**src/rtl/regfile_wr_sched.sv**
```systemverilog
`default_nettype none
// ============================================================================
// Module   : regfile_wr_sched
// Purpose  : Shares the register-file write port between two valid/ready
//            requesters and runs an init sequence that fills every register.
// Options  : RR_ARB_EN - round-robin arbitration (fixed priority otherwise)
// Revision : 1.0 - initial release
// ============================================================================
module regfile_wr_sched #(
  parameter int DATA_W = 32,
  parameter int ADDR_W = 2
) (
  input  logic              clk,
  input  logic              reset,
  input  logic              req0_valid,
  input  logic [ADDR_W-1:0] req0_reg,
  input  logic [DATA_W-1:0] req0_data,
  output logic              req0_ready,
  input  logic              req1_valid,
  input  logic [ADDR_W-1:0] req1_reg,
  input  logic [DATA_W-1:0] req1_data,
  output logic              req1_ready,
  input  logic              init_start,
  input  logic [DATA_W-1:0] init_value,
  output logic              busy,
  output logic              regwrite,
  output logic [ADDR_W-1:0] writereg,
  output logic [DATA_W-1:0] writedata,
  output logic              grant_id
);

  localparam int                NUM_REGS   = 2**ADDR_W;
  localparam logic [ADDR_W-1:0] c_last_reg = ADDR_W'(NUM_REGS - 1);

  typedef enum logic [0:0] {
    S_IDLE = 1'b0,
    S_INIT = 1'b1
  } state_t;

  state_t            r_state, w_state_nxt;
  logic [ADDR_W-1:0] r_cnt, w_cnt_nxt;
  logic [DATA_W-1:0] r_init_val, w_init_val_nxt;
  logic              r_regwrite, w_regwrite_nxt;
  logic [ADDR_W-1:0] r_writereg, w_writereg_nxt;
  logic [DATA_W-1:0] r_writedata, w_writedata_nxt;
  logic              r_grant_id, w_grant_id_nxt;
  logic              w_ready0, w_ready1;

`ifdef RR_ARB_EN
  logic              r_ptr;
`endif

  // Grants only in IDLE, and never in the cycle an init is launched.
  always_comb begin
    w_ready0 = 1'b0;
    w_ready1 = 1'b0;
    if (r_state == S_IDLE && !init_start) begin
`ifdef RR_ARB_EN
      if (req0_valid && (!req1_valid || !r_ptr)) w_ready0 = 1'b1;
      else if (req1_valid)                       w_ready1 = 1'b1;
`else
      if (req0_valid)      w_ready0 = 1'b1;
      else if (req1_valid) w_ready1 = 1'b1;
`endif
    end
  end

  always_comb begin
    w_state_nxt     = r_state;
    w_cnt_nxt       = r_cnt;
    w_init_val_nxt  = r_init_val;
    w_regwrite_nxt  = 1'b0;
    w_writereg_nxt  = r_writereg;
    w_writedata_nxt = r_writedata;
    w_grant_id_nxt  = r_grant_id;
    case (r_state)
      S_IDLE: begin
        if (init_start) begin
          w_state_nxt    = S_INIT;
          w_cnt_nxt      = '0;
          w_init_val_nxt = init_value;
        end else if (w_ready0) begin
          w_regwrite_nxt  = 1'b1;
          w_writereg_nxt  = req0_reg;
          w_writedata_nxt = req0_data;
          w_grant_id_nxt  = 1'b0;
        end else if (w_ready1) begin
          w_regwrite_nxt  = 1'b1;
          w_writereg_nxt  = req1_reg;
          w_writedata_nxt = req1_data;
          w_grant_id_nxt  = 1'b1;
        end
      end
      S_INIT: begin
        w_regwrite_nxt  = 1'b1;
        w_writereg_nxt  = r_cnt;
        w_writedata_nxt = r_init_val;
        w_cnt_nxt       = r_cnt + ADDR_W'(1);
        if (r_cnt == c_last_reg) w_state_nxt = S_IDLE;
      end
      default: w_state_nxt = S_IDLE;
    endcase
  end

  always_ff @(posedge clk or negedge reset) begin
    if (!reset) begin
      r_state     <= S_IDLE;
      r_cnt       <= '0;
      r_init_val  <= '0;
      r_regwrite  <= 1'b0;
      r_writereg  <= '0;
      r_writedata <= '0;
      r_grant_id  <= 1'b0;
    end else begin
      r_state     <= w_state_nxt;
      r_cnt       <= w_cnt_nxt;
      r_init_val  <= w_init_val_nxt;
      r_regwrite  <= w_regwrite_nxt;
      r_writereg  <= w_writereg_nxt;
      r_writedata <= w_writedata_nxt;
      r_grant_id  <= w_grant_id_nxt;
    end
  end

`ifdef RR_ARB_EN
  // Pointer favours whichever requester was not served last.
  always_ff @(posedge clk or negedge reset) begin
    if (!reset)        r_ptr <= 1'b0;
    else if (w_ready0) r_ptr <= 1'b1;
    else if (w_ready1) r_ptr <= 1'b0;
  end
`endif

  assign req0_ready = w_ready0;
  assign req1_ready = w_ready1;
  assign busy       = (r_state == S_INIT);
  assign regwrite   = r_regwrite;
  assign writereg   = r_writereg;
  assign writedata  = r_writedata;
  assign grant_id   = r_grant_id;

endmodule
`default_nettype wire

```
**config.mk**
```make
export PLATFORM = sky130hd
export DESIGN_NAME = regfile_wr_sched
export DESIGN_NICKNAME = d
export VERILOG_FILES = /design/src/rtl/regfile_wr_sched.sv
export SDC_FILE = /design/constraint.sdc
export NUM_CORES = 1
export LEC_CHECK = 0
export CORE_ASPECT_RATIO = 1.75
export CORE_MARGIN = 5
export CORE_UTILIZATION = 55
export CTS_BUF_LIST = sky130_fd_sc_hd__clkbuf_4
export CTS_CLUSTER_SIZE = 10
export DETAILED_ROUTE_END_ITERATION = 16
export DONT_BUFFER_PORTS = 1
export GPL_TIMING_DRIVEN = 0
export PLACE_DENSITY_LB_ADDON = 0.2
export SYNTH_ARGS = -nofsm -noshare
export SYNTH_HDL_FRONTEND = slang
export SYNTH_SLANG_ARGS = --single-unit
export TNS_END_PERCENT = 30
```
**constraint.sdc**
```tcl
create_clock -name clk -period 3.5 [get_ports clk]
set_input_delay 0.35 -clock clk [delete_from_list [all_inputs] [get_ports clk]]
set_output_delay 0.35 -clock clk [all_outputs]
set_load 0.1 [all_outputs]
```
Word-level counts from Yosys, hierarchy flattened:

Cells that the tools add are included.

* word-level logic and storage cells: 44
* output and inout bits: 39
* bits of input ports: 105
* bits in registers: 71

* bitwise gates (word level): 2
* muxes and demuxes: 24
* add/subtract/negate cells: 1
* reductions and logical operators: 6
* equal/unequal tests: 4

Operators by type and width (count)
* two-way mux 32 bit: 3
* one-hot mux 32 bit (2 select lines): 1
* two-way mux 1 bit: 12
* two-way mux 2 bit: 4
* one-hot mux 2 bit (2 select lines): 2
* != test 2 bit, second input constant: 2
* one-hot mux 1 bit (2 select lines): 2
* AND reduction 2 bit: 2
* != test 3 bit, second input constant: 1
* AND reduction 3 bit: 1
* adder 2 x 1 -> 2 bit, second input constant: 1
* == test 2 bit, second input constant: 1
* inverter 1 bit: 2
* nonzero test 2 bit: 1
* logical AND 1 bit: 1
* logical NOT 1 bit: 1

Longest topological paths before layout:

* depth in word-level cells: 7
* gate-level depth with buffers: 5
* gate-level depth less buffers: 3

Worst setup path after synthesis:

Ideal clock, no wire load.

* path type: register -> output
* from: register r_state (netlist: busy)
* to: output req1_ready
* data required time: 3.150 ns
* data arrival time: 2.524 ns
* stages on the path, launching flop included: 4
* path buffers: 0
* setup slack: 0.626 ns
* cell sequence: dfrtp_1 -> nor2_1 -> nand2_1 -> nor2_1

* cells in the longest elaborated chain, start to end: 3

RTL lines
* from (decl): RTL line 40 `state_t r_state, w_state_nxt;`
* from (signal assigned): RTL line 115 `r_state <= w_state_nxt;`
* inverter 1 bit (no source line)
* logical AND 1 bit: RTL line 57 `if (r_state == S_IDLE && !init_start) begin`
* two-way mux 1 bit: RTL line 57
* to (decl): RTL line 22 `output logic req1_ready,`

Every way passes these cells.

Final worst setup path:

Ends and elaborated chain as after synthesis.

==> flow_summary.json <==
{
  "critPathLaunchType": "flip-flop",
  "vias": 2396,
  "synthesis.instances": 282,
  "timing.setup.tns_ps": 0,
  "clk_pin_slew_worst_paths_ps": 110,
  "cts-htree-levels": 3,
  "drt_wl_total_um": 8780,
  "final_period_minus_worst_setup_slack_ps": 3040,
  "clock_insertion_delay_worst_skew_ps": 410,
  "clk_root_buffer_cell": "sky130_fd_sc_hd__clkbuf_4",
  "insertedDiodeCount": 0,
  "timing_worst_slew_pin_value_ps": 1100,
  "final_layout_size_suffix_gt1_share_pct": 18.3,
  "vias_per_cell": 6.34,
  "min_period_over_period_pct": 87.0,
  "tritoncts.num_buffers": 9,
  "synth_cell_type_count": 25,
  "synth_seq_cells": 71,
  "synth_top_cell_area_share_pct": 53.7,
  "postSynth.asyncResetShare_pct": 100,
  "maximum_fanout_count_along_the_critical_path": 7,
  "routedWlPerCell_um": 23.2,
  "yosys.area.top_type": "sky130_fd_sc_hd__dfrtp_1",
  "yosysSeqAreaShare_pct": 53.7,
  "grt_first_pass_wirelength_um": 13600,
  "cp.required_ps": 3150,
  "initial_utilization_pct": 56.2,
  "synth-main-ff-cell": "sky130_fd_sc_hd__dfrtp_1",
  "areaGrowthSynthToFinish_pct": 7.12,
  "rsz0062_at_grt": "false",
  "finalHoldViolCount": 0,
  "synth.cell_area_mm2": 0.00331,
  "detailedRoute.firstIterationViolations": 127,
  "layout.nets": 401,
  "dp_hpwl_um": 6260,
  "timing.final.max_slew_violations": 0,
  "synthesis.area_per_instance_um2": 11.7,
  "fillCellCount": 518,
  "clkSinkCount": 71,
  "drv_cap": 0,
  "floorplan.die_area_mm2": 0.00772,
  "synth_edf_count": 0,
  "cts_max_path_buffers": 2,
  "syn-num-nets": 388,
  "numPortBuffers": 0,
  "detail-route-antenna-nets": 0,
  "class_of_the_tightest_hold_or_removal_check": "in2reg",
  "run_status": "finished, final reports clean",
  "cts.repair_timing.setup_buffer_count": 0,
  "drc_errors": 0,
  "cp_data_arrival_time_ps": 2690,
  "global_route.usage.total_pct": 24.1,
  "synth_area_leaders": "sky130_fd_sc_hd__dfrtp_1 54%, sky130_fd_sc_hd__a221o_1 10%, sky130_fd_sc_hd__mux2_2 8.2%",
  "top_level_ports": 144,
  "die-width_um": 68.6,
  "largest_net_degree_at_the_start_of_global_routing": 72,
  "total_of_endpoints_with_negative_setup_slack_in_the_final_report": 0,
  "gp_routability_congestion": 0.773,
  "max_freq_ghz": 0.329,
  "grt_pass1_vias": 2621,
  "floorplan.rows": 37,
  "die-height_um": 113,
  "ctsResizeCount": 0,
  "drt_pass1_iterations": 4,
  "post_synth_most_frequent_cells": "71 x sky130_fd_sc_hd__dfrtp_1, 35 x sky130_fd_sc_hd__a21oi_1, 34 x sky130_fd_sc_hd__nand2_1",
  "antenna_found_initial": 0,
  "yosysWarnings": 0,
  "post-synth-top-count-cell": "sky130_fd_sc_hd__dfrtp_1",
  "core_area_mm2": 0.00588,
  "finalClockSkew_ps": 6.84,
  "worst_setup_path_end_kind": "output pin",
  "path_class": "reg2out",
  "slew_headroom_pct": 26.6,
  "tritoncts": "done",
  "overflow": 0
}
## layer usage
layer	vias up	part of all wire, %	wire length, um	global-route usage, %
met5	-	0	0	0
met4	0	2.2	191	11.4
met3	14	7.0	614	6.41
met2	111	54	4750	40.2
met1	1206	37	3220	27.5
li1	1065	-	-	-
## final timing paths
kind / from / end / slack, ps / cells past startpoint
max: busy / req1_ready / 460 / 3
min: init_value[13] / r_init_val[13] / 60 / 1
max reg2reg: busy / grant_id / 1050 / 3
min reg2reg: r_init_val[17] / r_init_val[17] / 500 / 1
max in group asynchronous: reset / r_init_val[29] / 2720 / 2
min in group asynchronous: reset / r_init_val[6] / 480 / 2
## final cells by class
type                       count  area (um^2)  share of cell area, %
sequential                    71         1780                   50.2
timing repair buffer           2         37.5                   1.06
inverter                       1         3.75                  0.106
buffer                        27          159                   4.49
tap                           78         97.6                   2.76
clock buffer                   9         67.6                   1.91
multi-input combinational    183         1370                   38.7
clock inverter                 7         30.0                  0.848
## repair_timing
action / in CTS / in global routing
setup endpoints to repair: 0 / 0
endpoints found under the hold margin: 71 / 0
hold buffers: 2 / 0
## cell usage in the layout (no fill, tap or decap), drive strengths merged
| master | Yosys | layout |
|---|---|---|
| dfrtp | 71 | 71 |
| a21oi | 35 | 35 |
| nand2 | 34 | 34 |
| nand3b | 33 | 33 |
| a221o | 33 | 33 |
| mux2 | 33 | 33 |
| clkbuf | 12 | 21 |
| buf | 15 | 16 |
| clkinv | 0 | 7 |
| nor2 | 4 | 4 |
| and2 | 1 | 1 |
| o21ba | 1 | 1 |
| inv | 1 | 1 |
| or2 | 1 | 1 |
| nor2b | 1 | 1 |
| a22o | 1 | 1 |
| nand2b | 1 | 1 |
| and3b | 1 | 1 |
| a211oi | 1 | 1 |
| mux2i | 1 | 1 |
| o2bb2ai | 1 | 1 |
| ha | 1 | 1 |
| dlygate4sd3 | 0 | 1 |
## logic make-up after synthesis
| kind of cell | synth area share (%) |
|---|---|
| multiplexers | 11.5 |
| flip-flops | 53.7 |
| buffers and inverters | 4.92 |
| AND/OR/NAND/NOR | 13.1 |
| AO/OA/AOI/OAI | 16.4 |
| adder cells (fa/ha/maj) | 0.378 |
## through the flow
step / worst slack, ps / cell area (um^2) / cells / util (%) / hold slack [ps]
floorplan: 626 / 3310 / 282 / - / 54.4
finish: 456 / 3540 / 378 / 60.2 / 64.9
global placement: 494 / 3400 / 360 / 57.9 / 56.0
global route: 312 / 3540 / 378 / 60.2 / 32.9
detailed placement: 915 / 3410 / 360 / 57.9 / 56.1
CTS: 433 / 3540 / 378 / 60.2 / 29.7
## registers in the layout (all words and copies together) (netlist names)
name	flops
r_init_val	32
writereg	2
busy	1
regwrite	1
writedata	32
r_cnt	2
grant_id	1
## critical path, stage by stage (launching register included)
cell                      delay (ps)
sky130_fd_sc_hd__dfrtp_1         820
sky130_fd_sc_hd__nor2_1          520
sky130_fd_sc_hd__nand2_1         120
sky130_fd_sc_hd__nor2_2          820
Power is left out: the tool's default activity adds up to more than one toggle a clock period on the data nets, which glitch-free logic cannot reach.
